File: config.mk
export PLATFORM = sky130hd
export DESIGN_NAME = regfile_write_arbiter
export DESIGN_NICKNAME = d
export VERILOG_FILES = /design/src/rtl/regfile_write_arbiter.sv
export SDC_FILE = /design/constraint.sdc
export NUM_CORES = 1
export LEC_CHECK = 0
export CAP_MARGIN = 15
export CORE_MARGIN = 3
export CORE_UTILIZATION = 38
export DETAILED_ROUTE_END_ITERATION = 12
export HOLD_SLACK_MARGIN = 0.1
export MAX_ROUTING_LAYER = met4
export PLACE_DENSITY = 0.81
export SLEW_MARGIN = 10
export SYNTH_ARGS = -nofsm -noshare
export SYNTH_HDL_FRONTEND = slang
export SYNTH_SLANG_ARGS = --single-unit
File: constraint.sdc
create_clock -name clk -period 4.1 [get_ports clk]
set_input_delay 1.025 -clock clk [delete_from_list [all_inputs] [get_ports clk]]
set_output_delay 1.025 -clock clk [all_outputs]
set_load 0.05 [all_outputs]
File: src/rtl/regfile_write_arbiter.sv
// Round-robin arbiter for the single register-file write port.
// One winner per grant; address, data and NZP are registered and issued the next cycle.
module regfile_write_arbiter #(
    parameter int NUM_REQ = 3,
    parameter int DATA_W  = 16,
    parameter int ADDR_W  = 3
) (
    input  logic                        clk,
    input  logic                        reset,
    input  logic [NUM_REQ-1:0]          req,
    input  logic [NUM_REQ*ADDR_W-1:0]   req_addr,
    input  logic [NUM_REQ*DATA_W-1:0]   req_data,
    input  logic [NUM_REQ-1:0]          req_setcc,
    input  logic                        flush,
    output logic [NUM_REQ-1:0]          gnt,
    output logic                        wr_en,
    output logic [ADDR_W-1:0]           wr_addr,
    output logic [DATA_W-1:0]           wr_data,
    output logic                        cc_load,
    output logic [2:0]                  cc_nzp,
    output logic                        busy
);

    localparam int PTR_W = (NUM_REQ > 1) ? $clog2(NUM_REQ) : 1;

    typedef enum logic [0:0] {
        IDLE  = 1'b0,
        WRITE = 1'b1
    } state_e;

    // {N,Z,P} classification of a two's-complement write value.
    function automatic logic [2:0] nzp_of(input logic [DATA_W-1:0] d);
        logic [2:0] r;
        if (d[DATA_W-1]) begin
            r = 3'b100;
        end else if (d == {DATA_W{1'b0}}) begin
            r = 3'b010;
        end else begin
            r = 3'b001;
        end
        return r;
    endfunction

    // First set request at or after the pointer, searching upward with wrap-around.
    function automatic logic [PTR_W-1:0] rr_pick(input logic [NUM_REQ-1:0] r,
                                                 input logic [PTR_W-1:0]   p);
        logic [PTR_W-1:0] w;
        logic [PTR_W:0]   sum;
        logic [PTR_W-1:0] idx;
        logic             found;
        w     = p;
        found = 1'b0;
        for (int k = 0; k < NUM_REQ; k++) begin
            sum = {1'b0, p} + (PTR_W+1)'(k);
            if (sum >= (PTR_W+1)'(NUM_REQ)) begin
                sum = sum - (PTR_W+1)'(NUM_REQ);
            end else begin
                sum = sum;
            end
            idx = sum[PTR_W-1:0];
            if (!found && r[idx]) begin
                w     = idx;
                found = 1'b1;
            end else begin
                found = found;
            end
        end
        return w;
    endfunction

    // Pointer advance with wrap from NUM_REQ-1 back to 0.
    function automatic logic [PTR_W-1:0] ptr_after(input logic [PTR_W-1:0] w);
        logic [PTR_W-1:0] r;
        if (w == PTR_W'(NUM_REQ - 1)) begin
            r = {PTR_W{1'b0}};
        end else begin
            r = w + {{(PTR_W-1){1'b0}}, 1'b1};
        end
        return r;
    endfunction

    state_e               state_q, state_d;
    logic [PTR_W-1:0]     ptr_q, ptr_d;
    logic [NUM_REQ-1:0]   gnt_q, gnt_d;
    logic                 wr_en_q, wr_en_d;
    logic [ADDR_W-1:0]    wr_addr_q, wr_addr_d;
    logic [DATA_W-1:0]    wr_data_q, wr_data_d;
    logic                 cc_load_q, cc_load_d;
    logic [2:0]           cc_nzp_q, cc_nzp_d;
    logic                 busy_q, busy_d;

    logic [PTR_W-1:0]     win_s;
    logic [DATA_W-1:0]    win_data_s;

    assign win_s      = rr_pick(req, ptr_q);
    assign win_data_s = req_data[int'(win_s)*DATA_W +: DATA_W];

    // Next-state and next-output logic; write strobes are pulses, payload holds in IDLE.
    always_comb begin
        state_d   = state_q;
        ptr_d     = ptr_q;
        gnt_d     = {NUM_REQ{1'b0}};
        wr_en_d   = 1'b0;
        wr_addr_d = wr_addr_q;
        wr_data_d = wr_data_q;
        cc_load_d = 1'b0;
        cc_nzp_d  = cc_nzp_q;
        busy_d    = 1'b0;
        case (state_q)
            IDLE: begin
                if (!flush && (|req)) begin
                    state_d        = WRITE;
                    ptr_d          = ptr_after(win_s);
                    gnt_d[win_s]   = 1'b1;
                    wr_en_d        = 1'b1;
                    wr_addr_d      = req_addr[int'(win_s)*ADDR_W +: ADDR_W];
                    wr_data_d      = win_data_s;
                    cc_load_d      = req_setcc[win_s];
                    cc_nzp_d       = nzp_of(win_data_s);
                    busy_d         = 1'b1;
                end else begin
                    state_d = IDLE;
                end
            end
            WRITE: begin
                state_d = IDLE;
            end
            default: begin
                state_d = IDLE;
            end
        endcase
    end

    // State, pointer and registered outputs; reset abandons any in-flight write.
    always_ff @(posedge clk or negedge reset) begin
        if (!reset) begin
            state_q   <= IDLE;
            ptr_q     <= {PTR_W{1'b0}};
            gnt_q     <= {NUM_REQ{1'b0}};
            wr_en_q   <= 1'b0;
            wr_addr_q <= {ADDR_W{1'b0}};
            wr_data_q <= {DATA_W{1'b0}};
            cc_load_q <= 1'b0;
            cc_nzp_q  <= 3'b000;
            busy_q    <= 1'b0;
        end else begin
            state_q   <= state_d;
            ptr_q     <= ptr_d;
            gnt_q     <= gnt_d;
            wr_en_q   <= wr_en_d;
            wr_addr_q <= wr_addr_d;
            wr_data_q <= wr_data_d;
            cc_load_q <= cc_load_d;
            cc_nzp_q  <= cc_nzp_d;
            busy_q    <= busy_d;
        end
    end

    assign gnt     = gnt_q;
    assign wr_en   = wr_en_q;
    assign wr_addr = wr_addr_q;
    assign wr_data = wr_data_q;
    assign cc_load = cc_load_q;
    assign cc_nzp  = cc_nzp_q;
    assign busy    = busy_q;

endmodule

==> run summary, run 1 <==
The run finished with clean final reports. Setup repair after global routing left no endpoint under its margin. After clock tree synthesis, the flow added hold-fix buffers numbering 0.

The kind of end point of the critical path is a flip-flop. In the finished design, the share of the clock period the worst path needs comes to 0.942. The global-route wire length before repair came out at 7870 µm. From synthesis to final layout, the design area changed by 65.1%. The total congestion overflow after global routing came out at 0. The share of the Yosys chip area taken by registers is 0.438. The largest net degree at the start of global routing came out at 33. The number of warnings printed during yosys synthesis came out at 0. The shortest clock period the worst path allows after layout is 3.86 ns. The critical path required time came out at 4.27 ns. The total routed wirelength came out at 5130 µm.

The setup slack on the worst flop-to-flop path is 0.45 ns. TritonCTS built the clock tree. The number of top-level pins came out at 94. The number of remaining DRC errors came out at 0.

The share of flip-flops with an asynchronous set or reset after synthesis is 1.00. The maximum fanout along the worst path came out at 11. Between clock sinks in the finished design, the worst skew comes to 0.00510 ns. sky130_fd_sc_hd__dfrtp_1 takes more of the synthesized area than any other cell. The total power after layout is 2.31 mW. The number of max-capacitance violations reported is 0. The number of cells on the worst hold path is 2. The endpoint of the worst register-to-register path is cc_nzp[0]. The antenna diode count is 0. The total standard cell area after synthesis came out at 1600 µm².

The final hold slack came out at 0.488 ns. The final number of hold-violating endpoints came out at 0. The register bit total from synthesis is 28.

The global placement routability congestion is 0.902. The main flop type after synthesis is sky130_fd_sc_hd__dfrtp_1. The slowest stage of the critical path is the sky130_fd_sc_hd__or4_1 cell. The path with the worst hold slack has its endpoint at wr_data[8]. The iteration-0 DRC count of the detailed router is 118. The worst relative slew slack came out at 0.347. The transition time at the pin with the least slew margin is 0.976 ns.

The number of standard cells after synthesis came out at 169. The number of buffers on the longest clock path is 2. The count of instances resized after the clock tree is built came out at 0. The peak supply drop came out at 0.000546 V.

Detailed placement finished with a half-perimeter wire length of 3900 µm. Dividing the detail-routed wire length by the instance count gives 16.7 µm. The largest incremental delay on the critical path is 0.52 ns.

The floorplan has 22 rows. Broken down by cell family, the worst path's largest delay share belongs to compound AO/OA/AOI/OAI gates. The number of clock buffers inserted by TritonCTS came out at 3. The share of the synthesized area in the top cell type is 0.438. The maximum clock rate came out at 259 MHz.

The die covers 5020 µm². The class of the most critical setup path is input pin to flip-flop. The overall track demand over capacity in global routing is 0.200. In this run the critical register-to-register path is launched from ptr_q[0]. The number of vias per cell after detailed routing is 5.79.

The total vias in the final route came out at 1776. The number of nets produced by synthesis is 239. CTS built an H-tree with a depth of 1. For this design the static power due to leakage is 1.07 nW. The number of instances in the placed design is 303. The x dimension of the die came out at 70.9 µm.

The critical path arrival is 4.04 ns. The number of global-route vias before repair came to 1742. In this run the power density over the cells is 875 nW/µm². The clock net in this run drives a total of 28 sinks.

In this run the post-CTS setup repair buffer count came out at 0. The startpoint identified for the worst hold timing path is wr_data[8]. Setup violations remaining at the end of the flow were counted as 0. The insertion delay of the later-clocked pin in the worst-skew pair is 0.28 ns. Ranked by total cell area, the synthesized netlist is headed by sky130_fd_sc_hd__dfrtp_1 (44%), sky130_fd_sc_hd__a222oi_1 (9.4%), sky130_fd_sc_hd__nand2_1 (6.1%).

The fraction of layout instances using a drive strength above 1 is 0.0656. The depth of the most critical reg-to-reg path came out at 11. The tree is rooted in a sky130_fd_sc_hd__clkbuf_8. Clock-pin slew was measured on the worst setup and hold paths at 0.09 ns.

The worst hold path belongs to the class flip-flop to flip-flop. The number of pins with negative max-slew slack in the final report was 0. The initial antenna violation count is 0. The signal on the critical path passes through clkdlybuf4s50_1, mux2i_1, o21a_1, o311ai_1, a32o_2, and2_4, a222oi_1, nand4_1, or4_1, a32o_1.

The vertical die dimension came out at 70.9 µm. Counting both buffers and inverters, the worst setup path holds a total of 1. The number of different library cells in the post-synthesis netlist came out at 39.

The average cell area after synthesis came out at 9.46 µm². The final core utilization came out at 0.685. The remaining antenna violation count after routing came out at 0.

The count of buffers from port buffering came out at 93. The number of optimization iterations in the first detailed-route pass is 7. The worst setup path is launched from an input pin. The count of cells in the finished layout, fillers not included, comes to 307.

The initial cell density of the core came out at 0.415. The number of inserted filler cells in the final layout came out at 330. The core box area is 3850 µm². The net count of the finished layout is 330. The number of enable flip-flop cells after synthesis is 0.
-- cell usage in the layout (no fill, tap or decap), types with 2 or more instances in the layout --
master,n
sky130_fd_sc_hd__o31ai_1,2
sky130_fd_sc_hd__nor2_1,9
sky130_fd_sc_hd__nor2b_1,3
sky130_fd_sc_hd__mux2i_1,2
sky130_fd_sc_hd__inv_1,3
sky130_fd_sc_hd__clkbuf_8,3
sky130_fd_sc_hd__o21ai_0,19
sky130_fd_sc_hd__and2_1,2
sky130_fd_sc_hd__nand2b_1,2
sky130_fd_sc_hd__or2b_1,2
sky130_fd_sc_hd__a221oi_1,5
sky130_fd_sc_hd__nor3_1,2
sky130_fd_sc_hd__nand3b_1,3
sky130_fd_sc_hd__or4_1,3
sky130_fd_sc_hd__nand3_1,3
sky130_fd_sc_hd__a21oi_1,4
sky130_fd_sc_hd__buf_4,6
sky130_fd_sc_hd__ha_1,4
sky130_fd_sc_hd__clkdlybuf4s50_1,93
sky130_fd_sc_hd__o21a_1,3
sky130_fd_sc_hd__nand4_1,2
sky130_fd_sc_hd__a222oi_1,15
sky130_fd_sc_hd__dfrtp_1,28
sky130_fd_sc_hd__nand2_1,26
-- Yosys cell counts, drive strengths merged, types with 3 or more instances --
library cell	count
a21oi	4
a221oi	5
a222oi	15
and2	3
buf	5
clkbuf	8
dfrtp	28
ha	4
inv	3
nand2	26
nand3	3
nand3b	3
nor2	9
nor2b	4
o21a	3
o21ai	20
or4	3
-- flip-flops by register name (all words and copies together) (netlist names) --
name     count
busy         1
cc_load      1
cc_nzp       2
gnt          3
ptr_q        2
wr_addr      3
wr_data     16
-- layer usage --
layer / vias up / GRT usage / wire length (µm)
met5: - / - / 0
met4: 0 / 0.0459 / 66
met3: 8 / 0.0440 / 493
met2: 110 / 0.330 / 2520
met1: 832 / 0.251 / 2050
li1: 826 / - / -
-- stage by stage --
step	TNS, ns	setup slack [ns]	cell area, µm²
global placement	0	0.0265	2560
detailed placement	-0.0450	-0.0450	2560
floorplan	0	0.748	1600
CTS	0	0.210	2630
global route	0	0.132	2640
finish	0	0.236	2640
-- worst max-delay path by stage --
stage / start / to / slack (ns) / depth (start not counted)
floorplan: req[1] / cc_nzp[0] / 0.75 / 10
global route: req[1] / cc_nzp[0] / 0.13 / 10
CTS: req[1] / cc_nzp[0] / 0.21 / 10
finish: req[1] / cc_nzp[0] / 0.24 / 10
global placement: req[2] / cc_nzp[0] / 0.03 / 10
detailed placement: req[1] / cc_nzp[0] / -0.04 / 10
-- cell type report --
cell class / instances / area (µm²) / area share
Timing Repair Buffer: 99 / 976 / 0.370
Multi-Input combinational cell: 125 / 821 / 0.311
Sequential cell: 28 / 701 / 0.265
Tap cell: 48 / 60.1 / 0.0227
Clock buffer: 3 / 41.3 / 0.0156
Clock inverter: 1 / 30.0 / 0.0114
Inverter: 3 / 11.3 / 0.00427
-- tightest hold or removal path: cells and delay by family, from the launching register on --
family / cells / cell delay [ns]
flip-flops: 1 / 0.35
AO/OA/AOI/OAI: 1 / 0.06
AND/OR/NAND/NOR: 1 / 0.04
-- where the power goes --
part           switching (mW)  internal [mW]  total [mW]
registers              0.0644          0.391       0.456
clock network          0.0889          0.131       0.220
logic                    1.01          0.627        1.64
-- cell families after synthesis --
family | synth area share
multiplexers | 0.0196
AND/OR/NAND/NOR | 0.197
flip-flops | 0.438
buffers and inverters | 0.0524
adder cells (fa/ha/maj) | 0.0313
AO/OA/AOI/OAI | 0.261
Note: power is estimated with default switching activity, not from simulation.
==> inputs of run 2 (changes only) <==
--- a/config.mk
+++ b/config.mk
@@ -12,6 +12,7 @@
 export HOLD_SLACK_MARGIN = 0.1
 export MAX_ROUTING_LAYER = met4
 export PLACE_DENSITY = 0.81
+export SKIP_LAST_GASP = 1
 export SLEW_MARGIN = 10
 export SYNTH_ARGS = -nofsm -noshare
 export SYNTH_HDL_FRONTEND = slang
==> results of run 2 <==
Final layout, timing and power as in run 1 (identical DEF).
==> inputs of run 3 (changes only) <==
--- a/config.mk
+++ b/config.mk
@@ -9,9 +9,10 @@
 export CORE_MARGIN = 3
 export CORE_UTILIZATION = 38
 export DETAILED_ROUTE_END_ITERATION = 12
+export GPL_TIMING_DRIVEN = 0
 export HOLD_SLACK_MARGIN = 0.1
 export MAX_ROUTING_LAYER = met4
-export PLACE_DENSITY = 0.81
+export PLACE_DENSITY = 0.83
 export SKIP_LAST_GASP = 1
 export SLEW_MARGIN = 10
 export SYNTH_ARGS = -nofsm -noshare
==> run 3 against run 2 <==
Against the previous run: final cell count rose by 3.3%; global-route usage up 0.90 points; clock skew shrank 0.0012 ns; sequential cell count unchanged; sequential share of layout area is 0.65 points lower; largest cell class unchanged.
==> run summary, run 3 (synthesis results as in run 1) <==
The remaining antenna violation count after routing is 0. On the critical path the largest part of the delay comes from compound AO/OA/AOI/OAI gates. The TritonCTS clock tree is done. The shortest clock period the worst path allows after layout is 3.93 ns. The critical path launch point is req[1]. The initial antenna violation count came to 0. The number of pins with negative max-slew slack in the final report came to 0. Measured on the finished design, the core utilization comes to 0.702. The number of remaining DRC errors is 0.

For this configuration, the core starts out at a cell density of 0.415. The worst-case setup margin in the final layout came out at 0.172 ns. The fraction of power spent switching nets is 0.494. The endpoint identified for the worst register-to-register timing path is cc_nzp[0]. The number of inserted filler cells in the final layout is 320. The final-report setup violation count is 0. The library cell used most frequently in the layout, excluding fill and tap cells, is sky130_fd_sc_hd__clkdlybuf4s50_1.

The number of clock buffers inserted by TritonCTS is 3. The count of buffers from port buffering came out at 93. The number of optimization iterations in the first detailed-route pass is 6.

The flip-flop count of the largest register after layout is 16. The post-place instance area came out at 2610 µm². Headroom to the max-slew limit came out at 0.638. After clock tree synthesis, the clock-pin slew on the worst setup and hold paths is 0.10 ns.

The net count of the finished layout came out at 340. The insertion delay of the later-clocked pin in the worst-skew pair came out at 0.28 ns. The critical path crosses 11 cells after its start point. The post-route cell area is 2710 µm².

Clock tree synthesis selected as its root buffer the cell sky130_fd_sc_hd__clkbuf_8. Of the total power, registers draw 0.191. The peak supply drop came out at 0.000463 V.

The floorplan step defined a core boundary enclosing 3850 µm². The average wire length per cell after detail routing is 16.5 µm. The relative contribution of the clock network to total power is 0.093. The signal on the critical path passes through clkdlybuf4s50_1, mux2i_1, o21a_1, o311ai_2, a32o_2, and2_4, buf_6, a222oi_1, nand4_1, or4_1, a32o_1. The number of top-level pins came out at 94. Of the cells placed in the final design, the portion with a size suffix greater than 1 is 0.0781. The number of buffers on the longest clock path is 2. In this run, the number of DRC markers left after iteration 0 of detailed routing was 235. The worst setup path is launched from an input pin. The number of global-route vias before repair is 1809. STA puts the critical path data required time at 4.27 ns. The internal portion of the total power is 1.20 mW. The maximum clock rate came out at 255 MHz. The part of the power in combinational logic is 0.716.

The worst register-to-register path begins at ptr_q[0]. In the layout the commonest cells are sky130_fd_sc_hd__clkdlybuf4s50_1 (93), sky130_fd_sc_hd__dfrtp_1 (28), sky130_fd_sc_hd__nand2_1 (26), sky130_fd_sc_hd__o21ai_0 (19), sky130_fd_sc_hd__a222oi_1 (15). The die is 70.9 µm wide.

The congestion estimate from routability-driven global placement came to 0.944. 0 antenna diodes ended up in the layout. The worst clock skew on the final layout came out at 0.00391 ns. The number of standard-cell rows in the floorplan is 22. The combined buffer and inverter count along the critical path is 2.

The largest net degree at the start of global routing came out at 19. The leakage power is 1.10 nW. The run finished with clean final reports. The total vias in the final route came out at 1776. Setup repair after global routing left no endpoint under its margin.

The global-route wire length before repair came out at 8220 µm. The worst hold path belongs to the class flip-flop to flip-flop. The power density over the cells is 875 nW/µm². The class of the most critical setup path is input pin to flip-flop. For hold timing, the worst endpoint is wr_data[5]. The maximum fanout along the worst path is 10. The number of cells on the worst hold path is 2. The die area came out at 5020 µm².

The number of max-capacitance violations reported came out at 0. In this run the most critical hold path is launched from wr_data[5]. The half-perimeter wire length after detailed placement came out at 4070 µm. The transition time at the pin with the least slew margin came out at 0.542 ns. The post-route fraction of the period consumed by the critical path came out at 0.958. The number of vias per cell after detailed routing came out at 5.60. For this design, the slowest cell found on the critical path is sky130_fd_sc_hd__or4_1.

The setup slack on the worst flop-to-flop path came out at 0.42 ns. The vertical die dimension is 70.9 µm. CTS built an H-tree with a depth of 1.

In this design, the stage delay of the slowest critical-path cell is 0.53 ns. From synthesis to final layout, the design area changed by 69.2%. Global routing finished with a remaining overflow of 0.

The depth of the most critical reg-to-reg path came out at 12. Data arrives at the worst endpoint at 4.10 ns. In the global route stage, overall resource usage came out at 0.209. The net switching power came out at 1.17 mW. The kind of end point of the critical path is a flip-flop.

The final number of hold-violating endpoints came out at 0. After detailed routing, the total wire length is 5230 µm. Before CTS, the worst setup slack after placement is -0.336 ns. The total number of clock tree sinks came out at 28.
run 3: power groups by stage:
stage	logic [mW]	registers (mW)	clock network (mW)
2_1_floorplan	0.773	0.825	0
3_3_place_gp	1.63	0.452	0
3_5_place_dp	1.64	0.458	0
4_1_cts	1.66	0.452	0.221
5_1_grt	1.82	0.467	0.232
6_report	1.70	0.452	0.220
run 3: final cells by class:
class	instances	area, µm²	share of cell area
clock inverter	1	30.0	0.0111
multi-input combinational	125	828	0.306
inverter	3	11.3	0.00416
sequential	28	701	0.259
tap	48	60.1	0.0222
timing repair buffer	96	961	0.355
clock buffer	3	41.3	0.0153
buffer	13	73.8	0.0273
run 3: routing by layer:
metal	vias up	track usage	routed length (µm)
met3	4	0.0455	523
li1	846	-	-
met5	-	-	0
met1	836	0.257	2150
met2	90	0.354	2520
met4	0	0.0418	29
run 3: what timing repair did:
item	4_1_cts	5_1_grt
hold buffers	0	0
resized for setup	1	3
setup endpoints to repair	1	2
buffers inserted	0	2
endpoints found under the hold margin	0	0
pin swaps	0	1
run 3: worst max path at each step:
stage	end	slack (ns)
2_1_floorplan	cc_nzp[0]	0.75
3_3_place_gp	cc_nzp[0]	-0.30
3_5_place_dp	cc_nzp[0]	-0.34
4_1_cts	cc_nzp[0]	0.09
5_1_grt	cc_nzp[0]	0.03
6_report	cc_nzp[0]	0.17
run 3: tightest hold or removal path, delay by kind of cell (launching register included):
kind	cells	cell delay (ns)
flops	1	0.35
compound gates	1	0.06
simple gates	1	0.04
run 3: stage by stage:
| stage | instances | total power, mW | TNS, ns | hold WS, ns |
|---|---|---|---|---|
| 3_3_place_gp | 310 | 2.08 | -0.489 | 0.460 |
| 5_1_grt | 317 | 2.52 | 0 | 0.530 |
| 3_5_place_dp | 311 | 2.10 | -0.528 | 0.474 |
| 6_report | 317 | 2.37 | 0 | 0.489 |
| 4_1_cts | 315 | 2.33 | 0 | 0.494 |
| 2_1_floorplan | 169 | 1.60 | 0 | 0.588 |
